===== src/rtl/des_sbox_seq.sv =====
// Iterative DES S-box stage: evaluates S1..S8 over STEPS cycles,
// SBOX_PER_CYCLE boxes per cycle, and hands the 32-bit result to the
// P permutation through a valid/ready handshake.
module des_sbox_seq #(
  parameter int SBOX_PER_CYCLE = 1
) (
  input  logic        clk,
  input  logic        rst,
  input  logic        in_valid,
  output logic        in_ready,
  input  logic [48:0] data_in,
  output logic        out_valid,
  input  logic        out_ready,
  output logic [32:0] data_out,
  output logic        busy
);

  localparam int STEPS = 8 / SBOX_PER_CYCLE;
  localparam int CNT_W = (STEPS > 1) ? $clog2(STEPS) : 1;
  localparam int LOG_P = $clog2(SBOX_PER_CYCLE);

  generate
    if (!(SBOX_PER_CYCLE == 1 || SBOX_PER_CYCLE == 2 ||
          SBOX_PER_CYCLE == 4 || SBOX_PER_CYCLE == 8)) begin : g_bad_cfg
      $error("des_sbox_seq: SBOX_PER_CYCLE must be 1, 2, 4 or 8");
    end
  endgenerate

  // FIPS 46-3 tables, entry 4*(box-1)+row; leftmost hex digit is column 0.
  localparam logic [15:0][3:0] SBOX_ROWS [32] = '{
    64'hE4D12FB83A6C5907, 64'h0F74E2D1A6CB9538, 64'h41E8D62BFC973A50, 64'hFC8249175B3EA06D,
    64'hF18E6B34972DC05A, 64'h3D47F28EC01A69B5, 64'h0E7BA4D158C6932F, 64'hD8A13F42B67C05E9,
    64'hA09E63F51DC7B428, 64'hD709346A285ECBF1, 64'hD6498F30B12C5AE7, 64'h1AD069874FE3B52C,
    64'h7DE3069A1285BC4F, 64'hD8B56F03472C1AE9, 64'hA690CB7DF13E5284, 64'h3F06A1D8945BC72E,
    64'h2C417AB6853FD0E9, 64'hEB2C47D150FA3986, 64'h421BAD78F9C5630E, 64'hB8C71E2D6F09A453,
    64'hC1AF92680D34E75B, 64'hAF427C9561DE0B38, 64'h9EF528C3704A1DB6, 64'h432C95FABE17608D,
    64'h4B2EF08D3C975A61, 64'hD0B7491AE35C2F86, 64'h14BDC37EAF680592, 64'h6BD814A7950FE23C,
    64'hD2846FB1A93E50C7, 64'h1FD8A374C56B0E92, 64'h7B419CE206ADF358, 64'h21E74A8DFC90356B
  };

  // six = {b1,b2,b3,b4,b5,b6}; row = {b1,b6}, col = {b2..b5}.
  function automatic logic [3:0] sbox_lookup(input logic [2:0] box, input logic [5:0] six);
    logic [4:0] row_sel;
    logic [3:0] col;
    row_sel = {box, six[5], six[0]};
    col     = six[4:1];
    return SBOX_ROWS[row_sel][~col];
  endfunction

  typedef enum logic [1:0] {IDLE, BUSY, DONE} state_t;

  state_t           state_q, state_d;
  logic [CNT_W-1:0] cnt_q;
  logic [47:0]      din_q;     // remaining input groups, next box at [47:42]
  logic [47:0]      din_load;  // data_in reordered so DES bit 1 is the MSB
  logic [31:0]      acc_q;     // nibbles shift in from the right, S1 ends on top
  logic [31:0]      acc_step;
  logic [31:0]      dout_q;
  logic             last_step;
  logic             unused_bit;

  // data_in[0] carries no DES bit.
  assign unused_bit = data_in[0];
  assign last_step  = (cnt_q == CNT_W'(STEPS - 1));

  // State register.
  always_ff @(posedge clk) begin
    if (rst) state_q <= IDLE;
    else     state_q <= state_d;
  end

  // Next-state and handshake outputs.
  always_comb begin
    state_d   = state_q;
    in_ready  = 1'b0;
    out_valid = 1'b0;
    busy      = 1'b0;
    case (state_q)
      IDLE: begin
        in_ready = 1'b1;
        if (in_valid) state_d = BUSY;
      end
      BUSY: begin
        busy = 1'b1;
        if (last_step) state_d = DONE;
      end
      DONE: begin
        out_valid = 1'b1;
        if (out_ready) state_d = IDLE;
      end
      default: state_d = IDLE;
    endcase
  end

  // Input reorder and one step worth of S-box lookups.
  always_comb begin
    logic [31:0] nibs;
    logic [5:0]  six;
    logic [2:0]  box_idx;
    din_load = '0;
    nibs     = '0;
    six      = '0;
    box_idx  = '0;
    for (int k = 1; k <= 48; k++) din_load[48-k] = data_in[k];
    for (int i = 0; i < SBOX_PER_CYCLE; i++) begin
      six     = 6'(din_q >> (42 - 6 * i));
      box_idx = (3'(cnt_q) << LOG_P) + 3'(i);
      nibs    = (nibs << 4) | {28'd0, sbox_lookup(box_idx, six)};
    end
    acc_step = (acc_q << (4 * SBOX_PER_CYCLE)) | nibs;
  end

  // Counter, accumulator and result register.
  always_ff @(posedge clk) begin
    if (rst) begin
      cnt_q  <= '0;
      acc_q  <= '0;
      dout_q <= '0;
    end else begin
      case (state_q)
        IDLE: if (in_valid) begin
          cnt_q <= '0;
          acc_q <= '0;
        end
        BUSY: begin
          acc_q <= acc_step;
          cnt_q <= last_step ? '0 : cnt_q + CNT_W'(1);
          if (last_step) dout_q <= acc_step;
        end
        default: ;
      endcase
    end
  end

  // Input word: captured on accept, consumed SBOX_PER_CYCLE groups per step.
  always_ff @(posedge clk) begin
    if (state_q == IDLE && in_valid) din_q <= din_load;
    else if (state_q == BUSY)        din_q <= din_q << (6 * SBOX_PER_CYCLE);
  end

  // Result back into DES bit numbering; bit 0 stays 0.
  always_comb begin
    data_out = '0;
    for (int k = 1; k <= 32; k++) data_out[k] = dout_q[32-k];
  end

endmodule

===== config.mk =====
export PLATFORM = sky130hd
export DESIGN_NAME = des_sbox_seq
export DESIGN_NICKNAME = d
export VERILOG_FILES = /design/src/rtl/des_sbox_seq.sv
export SDC_FILE = /design/constraint.sdc
export NUM_CORES = 1
export LEC_CHECK = 0
export ABC_AREA = 1
export CAP_MARGIN = 15
export CORE_MARGIN = 2
export CORE_UTILIZATION = 55
export CTS_BUF_LIST = sky130_fd_sc_hd__clkbuf_8 sky130_fd_sc_hd__clkbuf_16
export DETAILED_ROUTE_END_ITERATION = 7
export GPL_ROUTABILITY_DRIVEN = 0
export PLACE_DENSITY = 0.75
export SETUP_SLACK_MARGIN = 0.15
export SYNTH_ARGS = -nofsm -noshare
export SYNTH_HDL_FRONTEND = slang
export SYNTH_SLANG_ARGS = --single-unit

===== constraint.sdc =====
create_clock -name clk -period 3 [get_ports clk]
set_clock_uncertainty 0.1 [all_clocks]
set_input_delay 0.6 -clock clk [delete_from_list [all_inputs] [get_ports clk]]
set_output_delay 0.6 -clock clk [all_outputs]
set_load 0.005 [all_outputs]

Word-level counts from Yosys, hierarchy flattened --
Memories as Yosys holds them, arrays and structs flattened. Index checks and enable logic that the tools add are counted.
Operators by class: $add $sub $neg 1, order comparisons 2, equality and inequality tests 6, mux-type cells 18, bitwise gates (word level) 3, reductions and logical operators 7
Operator list (count):
- $mux 64 | 2
- $mux 48 | 2
- $pmux 28 s2 | 1
- $or 32x4->32 | 1
- $mux 28 | 1
- $bmux 4 s4 | 1
- $ge 6x6->1 const B | 1
- $mux 2 | 3
- $mux 3 | 2
- $ne 2x2->1 const B | 3
- $not 5->6 | 1
- $pmux 2 s3 | 1
- $pmux 3 s2 | 1
- $lt 4x5->1 const B | 1
- $mux 4 | 1
- $not 4->4 | 1
- $reduce_and 2->1 | 2
- $reduce_bool 2->1 | 2
- $add 3x1->3 const B | 1
- $eq 3x3->1 const B | 1
- $mux 1 | 3
- $reduce_and 3->1 | 1
- $eq 2x1->1 const B | 1
- $eq 2x2->1 const B | 1
- 2 further kinds | 2
Storage, ports and cells: bits in registers 113, memory bits (read-only) 2048, input bits 53, word-level logic and storage cells 43, memories 1
Memory list:
- (no name shown) | depth 32, width 64, read ports 1, clocked after Yosys merged registers in 0, wr ports 0, RTL line 47 | return SBOX_ROWS[row_sel][~col];

Depth between registers and ports, before layout --
Gate-level depths: netlist of run 1.
depth in word-level cells 8, gate-level depth with buffers 18, gate-level depth less buffers 17

Worst setup path before layout of run 1 --
Ideal clock, no wire load.
kind register -> register, start register din_q[42], end register dout_q[3], library setup time 0.114 ns, arrival time 2.130 ns, path slack 0.656 ns, cell stages (with the launch flop) 15, buffers on the path 2, cell sequence edfxtp_1 -> inv_1 -> ha_1 -> buf_6 -> nand2_1 -> buf_4 -> nand3_1 -> nand3_1 -> nand2_1 -> nand3_1 -> nand3_1 -> nand3_1 -> nand2_1 -> o21bai_1 -> inv_1
Between the ends: cells in the longest elaborated chain, start to end 7
RTL lines:
- from (decl) | RTL line 54 | logic [47:0] din_q;
- from (signal assigned) | RTL line 137 | if (state_q == IDLE && in_valid) din_q <= din_load;
- from (signal assigned) | RTL line 138 | else if (state_q == BUSY) din_q <= din_q << (6 * SBOX_PER_CYCLE);
- $not 5->6 (not written as such) | RTL line 47
- $mem_v2 32x64
- $mux 64 (not written as such) (2 in a row) | RTL line 47
- $bmux 4 s4 | RTL line 47
- $mux 4 (not written as such) | RTL line 47
- $or 32x4->32 | RTL line 110 | acc_step = (acc_q << (4 * SBOX_PER_CYCLE)) | nibs;
- to (signal assigned) | RTL line 128 | if (last_step) dout_q <= acc_step;
- to (decl) | RTL line 58 | logic [31:0] dout_q;
Every way passes these cells. The select of a mux whose other input is x is not followed. A chain may end at the register's enable or synchronous reset.

Worst setup path in the final report of run 1 --
start register din_q[47], end register dout_q[2]
The elaborated chain is that of the path after synthesis.

==> impl_metrics.py, run 1 <==
metrics = {
    "run_status": {
        "status": "finished with violations",
        "failed_checks": "DRC",
    },
    "clock_network": {
        "cts_max_level": 4,
        "cts_sinks": 113,
        "cts_buffers": 17,
        "clockRootBuffer": "clkbuf_16",
        "clk-insertion-delay-late_ns": 0.41,
        "clk_pin_slew_ns": 0.05,
        "clockBufferDepth": 2,
        "cts_tree": "done",
    },
    "floorplanning": {
        "num_rows": 42,
        "start_util_pct": 56.0,
        "fp.coreArea_um2": 13200,
        "die-area_um2": 14400,
        "chipHeight_um": 120,
        "die_w_um": 120,
        "ios": 89,
    },
    "critical_path": {
        "crit_required_ns": 3.20,
        "crit_path_end_kind": "register",
        "startpoint_type": "register",
        "crit_arrival_ns": 2.95,
        "crit_path_max_fanout": 15,
        "rr_worst_depth": 15,
        "path_class": "reg2reg",
    },
    "route": {
        "detail_route.wl_per_cell_um": 17.3,
        "drtPass1Iterations": 8,
        "vias": 8228,
        "drc_errors": 8,
        "ant_nets": 0,
        "routed_wl_mm": 23.8,
        "drt_iter0_drc": 1363,
        "drt-vias-per-instance": 5.98,
    },
    "final_layout": {
        "fin_nets": 1251,
        "final_common_cell": "nand2_1",
        "final_cell_mix": "nand2_1 (465), nand3_1 (262), clkdlybuf4s50_1 (85), a21oi_1 (82), dfxtp_1 (63)",
        "postLayoutCellArea_um2": 8900,
        "syn2layout_area_growth_pct": 20.4,
        "diodes": 0,
        "drive_gt1_share_pct": 8.26,
    },
    "pwr": {
        "power_density_nw_per_um2": 575,
        "swShare_pct": 33.5,
        "pwr-share-clk_pct": 37.4,
        "p_switching_mw": 1.71,
        "share_comb_of_total_power_pct": 27.9,
        "intPower_mw": 3.40,
        "p_leak_nw": 3.88,
        "ir_worst_vdd_v": 0.000947,
        "seq_power_share_pct": 34.7,
    },
    "global_routing": {
        "grt_max_degree": 72,
        "grt_pass1_vias": 7457,
        "grt.total_usage_pct": 33.5,
        "grt_first_pass_wirelength_mm": 38.1,
        "grt_overflow_total": 0,
        "antenna_found_initial": 0,
    },
    "hold_path": {
        "hold_depth": 2,
        "hold_class": "reg2reg",
    },
    "timing": {
        "fin_tns_setup_ns": 0,
        "relSlewSlack_pct": 53.3,
        "fmax_ghz": 0.364,
        "setup_violations": 0,
        "final-hold-violation-count": 0,
        "min_period_over_period_pct": 91.6,
        "rsz0062_at_grt": "no",
        "worst_pin_slew_ns": 0.701,
        "slew_violations": 0,
        "layout_min_cycle_time_ns": 2.75,
    },
    "run": {
        "drv_cap": 0,
    },
    "synth": {
        "syn_inst": 1131,
        "ys_seq_area_share_pct": 37.1,
        "syn-num-nets": 1196,
        "synth.avg_cell_area_um2": 6.53,
        "ys_ff_latch": 113,
        "synth_area_um2": 7390,
        "synth_cell_types": 30,
        "yosysWarningCount": 0,
    },
    "place": {
        "placed_cell_area_um2": 8320,
        "place_hpwl_mm": 15.6,
        "io_buffers": 86,
    },
}
-- path summary, 6_finish.rpt --
kind | slack, ns | endpoint | from
hold reg to reg | 0.36 | dout_q[24]$_SDFFE_PP0P_ | dout_q[24]$_SDFFE_PP0P_
setup reg to reg | 0.25 | dout_q[2]$_SDFFE_PP0P_ | din_q[47]$_DFFE_PP_
hold / removal | 0.36 | dout_q[24]$_SDFFE_PP0P_ | dout_q[24]$_SDFFE_PP0P_
setup / recovery | 0.25 | dout_q[2]$_SDFFE_PP0P_ | din_q[47]$_DFFE_PP_
-- worst max-delay path: stages (launching register included) --
cell and delay (ns):
edfxtp_1 0.39, inv_2 0.16, ha_1 0.41, nand2_1 0.14, buf_4 0.26, nand3_1 0.13, nand3_1 0.08, nand3_1 0.27
nand3_1 0.20, nand3_1 0.08, nand2_1 0.10, nand2_1 0.08, nand2_1 0.09, nand2_1 0.05, nand2_1 0.05, inv_1 0.03
-- synthesized netlist by cell type (all sizes together) --
| master | count | area share, % |
|---|---|---|
| a21oi | 88 | 6.4 |
| buf | 50 | 4.3 |
| clkbuf | 30 | 1.5 |
| clkinv | 2 | 0.10 |
| conb | 1 | 0.051 |
| dfxtp | 65 | 18 |
| edfxtp | 48 | 20 |
| ha | 12 | 2.0 |
| inv | 39 | 2.1 |
| nand2 | 484 | 25 |
| nand3 | 265 | 18 |
| nand4 | 2 | 0.17 |
| nor2 | 30 | 1.5 |
| nor3 | 1 | 0.068 |
| o21a | 3 | 0.30 |
| o21ai | 9 | 0.61 |
| o21bai | 2 | 0.20 |
-- per-stage QoR --
step | power (mW) | std cells | hold WS [ns] | setup WS [ns] | utilization, %
2_1_floorplan | 2.75 | 1131 | 0.340 | 0.656 | -
3_3_place_gp | 3.15 | 1343 | 0.350 | 0.400 | 63.1
3_5_place_dp | 3.16 | 1343 | 0.353 | 0.361 | 63.1
4_1_cts | 5.07 | 1375 | 0.364 | 0.346 | 67.4
5_1_grt | 5.34 | 1375 | 0.381 | 0.161 | 67.5
6_report | 5.11 | 1375 | 0.362 | 0.253 | 67.5
-- registers in the layout, indices dropped and copies added, names as in the netlist --
signal,flops
din_q,48
dout_q,32
acc_q,28
cnt_q,3
state_q,2
-- power groups by stage --
stage               combinational [mW]  clock [mW]  sequential, mW
floorplan                        0.954           0            1.80
CTS                               1.36        1.94            1.78
finish                            1.43        1.91            1.78
global placement                  1.34           0            1.81
global route                      1.54        2.01            1.79
detailed placement                1.35           0            1.81
-- area by class of cell --
class	instances	area, µm²
clock buffer	17	425
multi-input combinational	897	4070
tap	176	220
timing repair buffer	116	1130
fill	1202	4290
sequential	113	2750
inverter	41	161
clock inverter	15	146
-- logic make-up after synthesis --
| kind of cell | after synthesis | synth area share, % |
|---|---|---|
| AOI/OAI and AO/OA | 102 | 7.48 |
| other | 1 | 0.0507 |
| buffers and inverters | 121 | 7.99 |
| and+or+nand+nor | 782 | 45.3 |
| adders and majority gates | 12 | 2.03 |
| DFF | 113 | 37.1 |
-- layer usage --
layer | part of all wire (%) | global-route usage [%] | up-vias
met2 | 43 | 50.5 | 625
li1 | - | - | 3849
met3 | 13 | 9.93 | 153
met4 | 5.9 | 18.3 | 0
met1 | 38 | 43.0 | 3601
met5 | 0 | 0 | -
-- timing repair --
action                                  in CTS  in global routing
gates resized for setup                      0                  1
endpoints found under the setup margin       0                  5
hold buffers                                 0                  0
setup buffers                                0                  0
No activity file was read; power rests on OpenSTA's default activity.
==> inputs of run 2 (changes only) <==
--- a/config.mk
+++ b/config.mk
@@ -7,11 +7,11 @@
 export LEC_CHECK = 0
 export ABC_AREA = 1
 export CAP_MARGIN = 15
+export CORE_ASPECT_RATIO = 1.2
 export CORE_MARGIN = 2
 export CORE_UTILIZATION = 55
 export CTS_BUF_LIST = sky130_fd_sc_hd__clkbuf_8 sky130_fd_sc_hd__clkbuf_16
 export DETAILED_ROUTE_END_ITERATION = 7
-export GPL_ROUTABILITY_DRIVEN = 0
 export PLACE_DENSITY = 0.75
 export SETUP_SLACK_MARGIN = 0.15
 export SYNTH_ARGS = -nofsm -noshare
==> constraint.sdc (replaced) <==
create_clock -name clk -period 3.2 [get_ports clk]
set_clock_uncertainty 0.1 [all_clocks]
set_input_delay 0.64 -clock clk [delete_from_list [all_inputs] [get_ports clk]]
set_output_delay 0.64 -clock clk [all_outputs]
set_load 0.005 [all_outputs]
==> run 2 against run 1 <==
  * The flow now finishes without violations
  * Cell count is 0.29% lower
  * Clock-buffer cell count did not move
  * Power decreased by 3.9%
  * Sequential share of layout area is 0.052 points lower
  * Routed wire length grew 11%
  * Largest cell class unchanged
  * Highest routed layer unchanged
  * Core utilization rose by 0.17 points
  * Register-to-register slack better by 0.03 ns
  * Worst setup slack better by 0.032 ns
  * Combinational power is 3% lower
  * Flip-flop and latch count is the same
  * Clock power shrank 3%
  * Worst hold slack worse by 0.0013 ns
==> impl_metrics.py, run 2 (synthesis gave the netlist of run 1 again) <==
metrics = {
    "run_status": {
        "status": "complete, no violations",
    },
    "clock_network": {
        "clockBufferDepth": 2,
        "post_cts_buffers": 0,
        "clk-insertion-delay-late_ns": 0.40,
        "cts_sinks": 113,
        "clk_pin_slew_ns": 0.05,
        "cts_buffers": 17,
        "cts_max_level": 4,
        "post_cts_resized": 0,
        "clockRootBuffer": "clkbuf_16",
        "holdBufCountCts": 0,
        "cts_tree": "done",
    },
    "place": {
        "place_hpwl_mm": 17.1,
        "gp_congestion": 1.09,
        "place_inst": 1338,
        "io_buffers": 86,
        "place_ws_ns": 0.486,
    },
    "pwr": {
        "power_density_nw_per_um2": 551,
        "p_leak_nw": 3.88,
        "ir_worst_vdd_v": 0.000380,
        "power_mw": 4.91,
    },
    "timing": {
        "setup_violations": 0,
        "layout_setup_ws_ns": 0.285,
        "rsz0062_at_grt": "no",
        "relSlewSlack_pct": 38.7,
        "final-hold-violation-count": 0,
        "fmax_ghz": 0.343,
        "fin_tns_setup_ns": 0,
        "slew_violations": 0,
        "worst_pin_slew_ns": 0.915,
        "min_period_over_period_pct": 91.1,
        "layout_min_cycle_time_ns": 2.91,
    },
    "critical_path": {
        "crit_family": "flip-flops",
        "startpoint_type": "register",
        "path_class": "reg2reg",
        "worstPathCellList": "inv_6 > ha_1 > a21oi_1 > o21ai_0 > nand2_1 > nand2_1 > nand3_1 > nand3_1 > nand3_1 > nand2_1 > o21bai_1 > inv_1",
        "r2r_end": "dout_q[3]$_SDFFE_PP0P_",
        "cp_num_buf_inv": 2,
        "crit_arrival_ns": 3.11,
        "critPathLaunch": "cnt_q[0]$_SDFFE_PP0P_",
        "path_depth": 12,
        "reg2reg_slack_ns": 0.29,
        "cpPeakStageDelay_ns": 0.74,
        "r2r-start": "cnt_q[0]$_SDFFE_PP0P_",
        "crit_path_max_fanout": 25,
        "critPathSlowestCell": "dfxtp_1",
        "crit_required_ns": 3.40,
        "crit_path_end_kind": "register",
        "rr_worst_depth": 12,
        "endpoint": "dout_q[3]$_SDFFE_PP0P_",
    },
    "floorplanning": {
        "ios": 89,
        "start_util_pct": 56.1,
        "die_w_um": 110,
        "fp.coreArea_um2": 13200,
        "num_rows": 46,
        "chipHeight_um": 131,
        "die-area_um2": 14400,
    },
    "route": {
        "drt_iter0_drc": 1210,
        "routed_wl_mm": 26.4,
        "drc_errors": 0,
        "drt-vias-per-instance": 6.04,
        "drtPass1Iterations": 6,
        "detail_route.wl_per_cell_um": 19.2,
        "vias": 8274,
        "ant_nets": 0,
    },
    "global_routing": {
        "grt_pass1_vias": 7559,
        "antenna_found_initial": 0,
        "grt.total_usage_pct": 39.0,
        "grt_first_pass_wirelength_mm": 41.6,
        "grt_overflow_total": 0,
        "grt_max_degree": 74,
    },
    "final_layout": {
        "seqCellArea_um2": 2750,
        "final_cells": 1371,
        "regMostFlops": "din_q",
        "final_cell_mix": "nand2_1 (465), nand3_1 (263), clkdlybuf4s50_1 (85), a21oi_1 (82), dfxtp_1 (63)",
        "largest_register_ffs": 48,
        "reg_top3": "din_q: 48 flops, dout_q: 32 flops, acc_q: 28 flops",
        "drive_gt1_share_pct": 8.65,
        "final_util_pct": 67.6,
        "syn2layout_area_growth_pct": 20.6,
        "final_common_cell": "nand2_1",
        "fin_nets": 1254,
        "fill_cells": 1169,
        "multi_input_area_um2": 4070,
    },
    "hold_path": {
        "hold_class": "reg2reg",
    },
    "run": {
        "drv_cap": 0,
    },
}
run 2: area by class of cell:
class                      count  share of cell area, %
tap                          168                   2.36
timing repair buffer         119                   12.8
clock inverter                15                   1.78
inverter                      41                   1.81
multi-input combinational    897                   45.6
antenna                        1                 0.0281
clock buffer                  17                   4.77
sequential                   113                   30.8
run 2: worst min path at each step:
stage	startpoint	to	slack (ns)	cells past startpoint
floorplan	acc_q[27]$_SDFFE_PP0P_	dout_q[31]$_SDFFE_PP0P_	0.34	2
CTS	dout_q[23]$_SDFFE_PP0P_	dout_q[23]$_SDFFE_PP0P_	0.36	2
global route	dout_q[7]$_SDFFE_PP0P_	dout_q[7]$_SDFFE_PP0P_	0.38	2
finish	dout_q[7]$_SDFFE_PP0P_	dout_q[7]$_SDFFE_PP0P_	0.36	2
detailed placement	acc_q[26]$_SDFFE_PP0P_	acc_q[26]$_SDFFE_PP0P_	0.35	2
global placement	acc_q[25]$_SDFFE_PP0P_	acc_q[25]$_SDFFE_PP0P_	0.35	2
run 2: tightest hold or removal path, cell delays in order (launching register included):
cell     delay (ns)
dfxtp_1        0.30
nand2_1        0.06
a21oi_1        0.06
run 2: metal layers:
layer  track usage (%)  wire (µm)  up-vias
li1                  -          -     3851
met1              46.2       9590     3717
met2              57.4      11800      555
met3              15.9       3190      151
met4              26.8       1830        0
met5                 0          0        -
run 2: report_power, final:
part	internal (mW)	switching, mW
Clock	1.15	0.697
Sequential	1.62	0.0494
Combinational	0.437	0.955
run 2: per-stage QoR:
step / hold slack, ns / area (µm²)
after floorplan: 0.340 / 7390
after global placement: 0.351 / 8320
after detailed placement: 0.354 / 8320
after CTS: 0.364 / 8900
after global routing: 0.381 / 8910
final: 0.361 / 8910
